==> src/rtl/spi_pkg.sv <==
// spi_pkg: shared FSM encoding, byte width and synchronizer default for the SPI receiver.
package spi_pkg;
    typedef enum logic {IDLE = 1'b0, SHIFT = 1'b1} state_t;
    localparam int BYTE_W          = 8;
    localparam int SYNC_STAGES_DEF = 2;
endpackage

==> src/rtl/spi_rx_fifo.sv <==
// spi_rx_fifo: receive FIFO of {dc, byte} entries; DEPTH is a power of two >= 2.
module spi_rx_fifo
    import spi_pkg::*;
#(
    parameter int DEPTH = 4,
    parameter int W     = BYTE_W + 1
) (
    input  logic         clk,
    input  logic         rst_n,
    input  logic         push_i,
    input  logic         pop_i,
    input  logic [W-1:0] wdata_i,
    output logic [W-1:0] rdata_o,
    output logic         empty_o,
    output logic         full_o
);
    localparam int AW = $clog2(DEPTH);
    logic [AW:0]  wr_q, rd_q;
    logic [W-1:0] mem_q [DEPTH];
    assign empty_o = wr_q == rd_q;
    assign full_o  = (wr_q[AW] != rd_q[AW]) && (wr_q[AW-1:0] == rd_q[AW-1:0]);
    assign rdata_o = mem_q[rd_q[AW-1:0]];
    always_ff @(posedge clk or negedge rst_n) begin
        if (!rst_n) begin
            wr_q <= '0;
            rd_q <= '0;
            for (int i = 0; i < DEPTH; i++) mem_q[i] <= '0;
        end else begin
            if (push_i) begin
                mem_q[wr_q[AW-1:0]] <= wdata_i;
                wr_q                <= wr_q + 1'b1;
            end
            if (pop_i) rd_q <= rd_q + 1'b1;
        end
    end
endmodule

==> src/rtl/spi_rx_ip.sv <==
// spi_rx_ip: SPI mode-0 byte receiver with dc flag, sticky overrun and output storage.
// Define SPI_RX_FIFO_EN for a FIFO_DEPTH-entry FIFO instead of a single holding register.
module spi_rx_ip
    import spi_pkg::*;
#(
    parameter int SYNC_STAGES = SYNC_STAGES_DEF,
    parameter int FIFO_DEPTH  = 4
) (
    input  logic              clk,
    input  logic              rst_n,
    input  logic              enable_i,
    input  logic              cs_i,
    input  logic              dc_i,
    input  logic              scl_i,
    input  logic              sda_i,
    output logic [BYTE_W-1:0] data_out_o,
    output logic              dc_out_o,
    output logic              data_valid_o,
    input  logic              data_ready_i,
    output logic              overrun_o,
    input  logic              clr_overrun_i,
    output logic              busy_o
);
    logic [SYNC_STAGES-1:0][3:0] sync_q;
    logic [3:0]                  smp_q;
    logic                        scl_prev_q;
    logic [SYNC_STAGES:0]        warm_q;
    logic                        armed_q;
    state_t                      state_q, state_d;
    logic [2:0]                  cnt_q, cnt_d;
    logic [BYTE_W-1:0]           shift_q, shift_d;
    logic                        done_q, done_d;
    logic                        dc_lat_q, dc_lat_d;
    logic                        ovr_q;
    logic                        full, pop, push_ok;
    logic cs_s, dc_s, sda_s, rise;
    assign {cs_s, dc_s} = smp_q[3:2];
    assign sda_s        = smp_q[0];
    assign rise         = smp_q[1] & ~scl_prev_q;
    assign busy_o       = state_q == SHIFT;
    // Arming needs cs seen low once the pipeline holds real pin samples, so a cs
    // held high across reset cannot start a transfer mid-frame.
    always_ff @(posedge clk or negedge rst_n) begin
        if (!rst_n) begin
            sync_q     <= '0;
            smp_q      <= '0;
            scl_prev_q <= 1'b0;
            warm_q     <= '0;
            armed_q    <= 1'b0;
        end else begin
            sync_q     <= {sync_q[SYNC_STAGES-2:0], {cs_i, dc_i, scl_i, sda_i}};
            smp_q      <= sync_q[SYNC_STAGES-1];
            scl_prev_q <= smp_q[1];
            warm_q     <= {warm_q[SYNC_STAGES-1:0], 1'b1};
            armed_q    <= armed_q | (warm_q[SYNC_STAGES] & ~cs_s);
        end
    end
    always_comb begin
        state_d  = state_q;
        cnt_d    = cnt_q;
        shift_d  = shift_q;
        done_d   = 1'b0;
        dc_lat_d = dc_lat_q;
        if (state_q == IDLE) begin
            cnt_d = '0;
            if (enable_i && cs_s && armed_q) state_d = SHIFT;
        end else if (!enable_i || !cs_s) begin
            state_d = IDLE;
        end else if (rise) begin
            shift_d = {shift_q[BYTE_W-2:0], sda_s};
            cnt_d   = cnt_q + 3'd1;
            if (cnt_q == 3'd7) begin
                state_d  = IDLE;
                done_d   = 1'b1;
                dc_lat_d = dc_s;
            end
        end
    end
    always_ff @(posedge clk or negedge rst_n) begin
        if (!rst_n) begin
            state_q  <= IDLE;
            cnt_q    <= '0;
            shift_q  <= '0;
            done_q   <= 1'b0;
            dc_lat_q <= 1'b0;
        end else begin
            state_q  <= state_d;
            cnt_q    <= cnt_d;
            shift_q  <= shift_d;
            done_q   <= done_d;
            dc_lat_q <= dc_lat_d;
        end
    end
    // A completion may take the slot being consumed in the same cycle.
    assign pop     = data_valid_o & data_ready_i;
    assign push_ok = done_q & (~full | pop);
    always_ff @(posedge clk or negedge rst_n) begin
        if (!rst_n) ovr_q <= 1'b0;
        else        ovr_q <= (done_q & full & ~pop) | (ovr_q & ~clr_overrun_i);
    end
    assign overrun_o = ovr_q;
`ifdef SPI_RX_FIFO_EN
    logic              empty;
    logic [BYTE_W:0]   rdata;
    spi_rx_fifo #(.DEPTH(FIFO_DEPTH), .W(BYTE_W + 1)) u_fifo (
        .clk     (clk),
        .rst_n   (rst_n),
        .push_i  (push_ok),
        .pop_i   (pop),
        .wdata_i ({dc_lat_q, shift_q}),
        .rdata_o (rdata),
        .empty_o (empty),
        .full_o  (full)
    );
    assign data_valid_o           = ~empty;
    assign {dc_out_o, data_out_o} = rdata;
`else
    logic [BYTE_W:0] hold_q;
    logic            hval_q;
    logic            unused_cfg;
    assign unused_cfg = ^FIFO_DEPTH;
    always_ff @(posedge clk or negedge rst_n) begin
        if (!rst_n) begin
            hold_q <= '0;
            hval_q <= 1'b0;
        end else if (push_ok) begin
            hold_q <= {dc_lat_q, shift_q};
            hval_q <= 1'b1;
        end else if (pop) begin
            hval_q <= 1'b0;
        end
    end
    assign full                   = hval_q;
    assign data_valid_o           = hval_q;
    assign {dc_out_o, data_out_o} = hold_q;
`endif
endmodule
==> config.mk <==
export PLATFORM = sky130hd
export DESIGN_NAME = spi_rx_ip
export DESIGN_NICKNAME = d
export VERILOG_FILES = /design/src/rtl/spi_pkg.sv /design/src/rtl/spi_rx_fifo.sv /design/src/rtl/spi_rx_ip.sv
export SDC_FILE = /design/constraint.sdc
export NUM_CORES = 1
export LEC_CHECK = 0
export ABC_AREA = 0
export ABC_CLOCK_PERIOD_IN_PS = 1500
export BUFFER_PORTS_ARGS = -buffer_cell sky130_fd_sc_hd__buf_2
export CAP_MARGIN = 20
export CORE_AREA = 10 10 71 73
export DETAILED_ROUTE_END_ITERATION = 8
export DIE_AREA = 0 0 81 83
export SLEW_MARGIN = 0
export SYNTH_ARGS = -nofsm -noshare
export SYNTH_HDL_FRONTEND = slang
export SYNTH_HIERARCHICAL = 1
export SYNTH_SLANG_ARGS = --single-unit
==> constraint.sdc <==
create_clock -name clk -period 1.5 [get_ports clk]
set_input_delay 0.075 -clock clk [delete_from_list [all_inputs] [get_ports clk]]
set_output_delay 0.075 -clock clk [all_outputs]
set_load 0.01 [all_outputs]
==> summary.txt <==
Clocking
  – TritonCTS Buffers: 5
  – Clock Path Buffers: 2
  – Worst skew pair latency: 0.29 ns
  – CTS tree: built
  – Resize count post-CTS: 0
  – H-tree levels: 2
  – Sink Count: 42
  – Clock tree root driver cell: clkbuf_8
  – Clk pin slew, worst setup/hold paths: 0.07 ns

Detailed routing
  – Post-route ant nets: 0
  – Router iterations before antenna repair: 4
  – DR iter-0 viols: 14
  – Vias: roughly 750
  – Vias/cell: roughly 4.5
  – DRC viols: 0
  – Final wirelength: between 2 and 2.5 mm
  – WL/cell: 12.9 um

Pwr
  – Sequential share of power: 0.561
  – Leakage power: 0.969 nW
  – Peak VDD IR: 0.000969 V
  – Internal power: 1.70 mW
  – Switching power: about 0.41 mW
  – Clock power frac: 0.401
  – Comb pwr share: 0.038
  – Pwr Density: between 1000 and 1500 nW/um^2
  – Net Sw Frac: 0.193

Layout
  – Multi-input gate area: 387 sq um
  – Filler Cell Count: 326
  – Final net count: ~130
  – Register area: 1050 sq um
  – Most common cell after layout, fill and taps aside: dfrtp_1
  – Antenna Cells: 0
  – Layout area overhead: 24.1%
  – Most frequent cells in the layout: dfrtp_1, buf_2, mux2_2
  – Layout cells sized above 1: 0.413

Critical path
  – CP required: 1.67 ns
  – R2r endpoint: shift_q[4]
  – R2R depth: 3
  – Worst R2R Start: scl_prev_q
  – CP Capture Type: register
  – Critical Path Start Type: register
  – CP Max Fanout: 8
  – R2R setup slack: slightly above 0.1 ns
  – WS Path Type: register to register
  – WP data arrival: 1.57 ns

STA
  – Final hold vios: 0
  – Tcrit/Tclk final: 0.933
  – Post-route minimum period: 1.40 ns
  – RSZ-0062 raised after global routing: no
  – Final setup violation count: 0
  – Max-slew violation count: 0
  – Hold_ws: 0.0855 ns
  – Fmax: 715 MHz
  – Fin Setup TNS: 0 ns
  – Clock Skews: around 0.0048 ns

Die
  – Initial Util: 0.403
  – Die H: 83 um
  – IO Pins: 21
  – Die width: 81 um
  – Die area: 6720 sq um
  – # rows: 22
  – Core ar.: 3630 sq um

Global routing
  – Antenna violations before repair: 0
  – First-pass GRT wire length: 3.90 mm
  – Grt ovf: 0
  – Vias in the first global route: 851
  – GRT Util Overall: 0.0731
  – Largest net degree at the start of global routing: 26

Synthesis
  – Synth top area cells: dfrtp_1, mux2_4, mux2_2
  – Cells after Synth: 85
  – Syn Area/Cell: 17.2 sq um
  – Synthesized Nets: 96
  – Yosys warning count: 6
  – FF+latch count, synth: 42
  – Top-area cell type share of the netlist area: 0.718
  – Post-synthesis instance area: 1460 sq um
  – Synth area leader: dfrtp_1
  – Sequential fraction of the synthesis area: 0.718
  – Yosys cell types: 18

Placement
  – Placer Congestion: ~0.69
  – Post-DP HPWL: 1.61 mm
  – Port bufs: 20

Hold path
  – HP Class: primary input to register
  – Hold EP: busy_o
  – Worst Hold Launch: enable_i
  – Hold path cells: 2

Job
  – Max-Cap Viols: 0

Run status
  – Status: finished clean
[cells in the mapped netlist, drive strengths merged]
cell type and count:
nor2 4, nand2 3, nand4b 2, or2 1, inv 4, dfrtp 42, mux2 18, conb 1
xor2 1, ha 2, buf 1, a21o 1, o22ai 1, o2111a 1, mux2i 2, nand2b 1
[final cells by class]
type	count	area share
Timing Repair Buffer	29	0.107
Multi-Input combinational cell	38	0.213
Inverter	4	0.00826
Clock inverter	3	0.0220
Clock buffer	5	0.0379
Tap cell	48	0.0331
Sequential cell	42	0.579
[stage by stage]
step                instances  instance area (sq um)  setup slack [ns]  total power, mW  utilization
CTS                       169                   1820            0.0755             2.13        0.500
floorplan                  85                   1460             0.165             1.22            -
global placement          155                   1650             0.120             1.27        0.454
global route              169                   1820           0.00834             2.20        0.500
finish                    169                   1820             0.101             2.10        0.500
detailed placement        155                   1650            0.0881             1.27        0.454
[critical path: stages, from the launching register on]
cell and delay (ns):
dfrtp_1 0.37, nand4b_4 0.16, or2_1 0.39, mux2_4 0.36
[timing repair]
action,in CTS,in global routing
hold buffers,6,0
hold endpoints to repair,22,0
setup buffers,0,0
[logic make-up (layout without fill, tap and decap cells)]
group,after synthesis,count (layout),synth area share
other,1,1,0.00256
AND/OR/NAND/NOR,11,11,0.0487
multiplexers,20,20,0.173
adder cells (fa/ha/maj),2,2,0.0171
XOR/XNOR,1,1,0.00598
buffers and inverters,5,41,0.0179
flip-flops,42,42,0.718
AO/OA/AOI/OAI,3,3,0.0171
[state kept, by name (all words and copies together) (netlist names)]
name / flops
hold_q: 9
shift_q: 8
sync_q: 8
smp_q: 4
cnt_q: 3
warm_q: 3
armed_q: 1
busy_o: 1
data_valid_o: 1
dc_lat_q: 1
done_q: 1
overrun_o: 1
scl_prev_q: 1
[metal layers]
| layer | part of all wire | vias up | GRT usage |
|---|---|---|---|
| met5 | 0 | - | 0 |
| met4 | 0.017 | 0 | 0.0329 |
| met3 | 0.070 | 4 | 0.0377 |
| met2 | 0.53 | 17 | 0.120 |
| met1 | 0.38 | 379 | 0.0743 |
| li1 | - | 354 | - |
[power groups by stage]
| stage | Clock, mW | Combinational, mW | Sequential [mW] |
|---|---|---|---|
| floorplan | 0 | 0.0232 | 1.20 |
| global placement | 0 | 0.0684 | 1.20 |
| detailed placement | 0 | 0.0708 | 1.20 |
| CTS | 0.870 | 0.0828 | 1.18 |
| global route | 0.928 | 0.0905 | 1.18 |
| finish | 0.842 | 0.0802 | 1.18 |
[worst max-delay path by stage]
stage                     cells past startpoint  slack, ns       start          to
after floorplan                               4       0.17  scl_prev_q  shift_q[0]
after global placement                        3       0.12    smp_q[3]  shift_q[2]
after detailed placement                      3       0.09    smp_q[3]  shift_q[4]
after CTS                                     3       0.08    smp_q[3]  shift_q[4]
after global routing                          5      0.008    cnt_q[0]    dc_lat_q
final                                         3       0.10  scl_prev_q  shift_q[4]
Note: power is estimated with default switching activity, not from simulation.
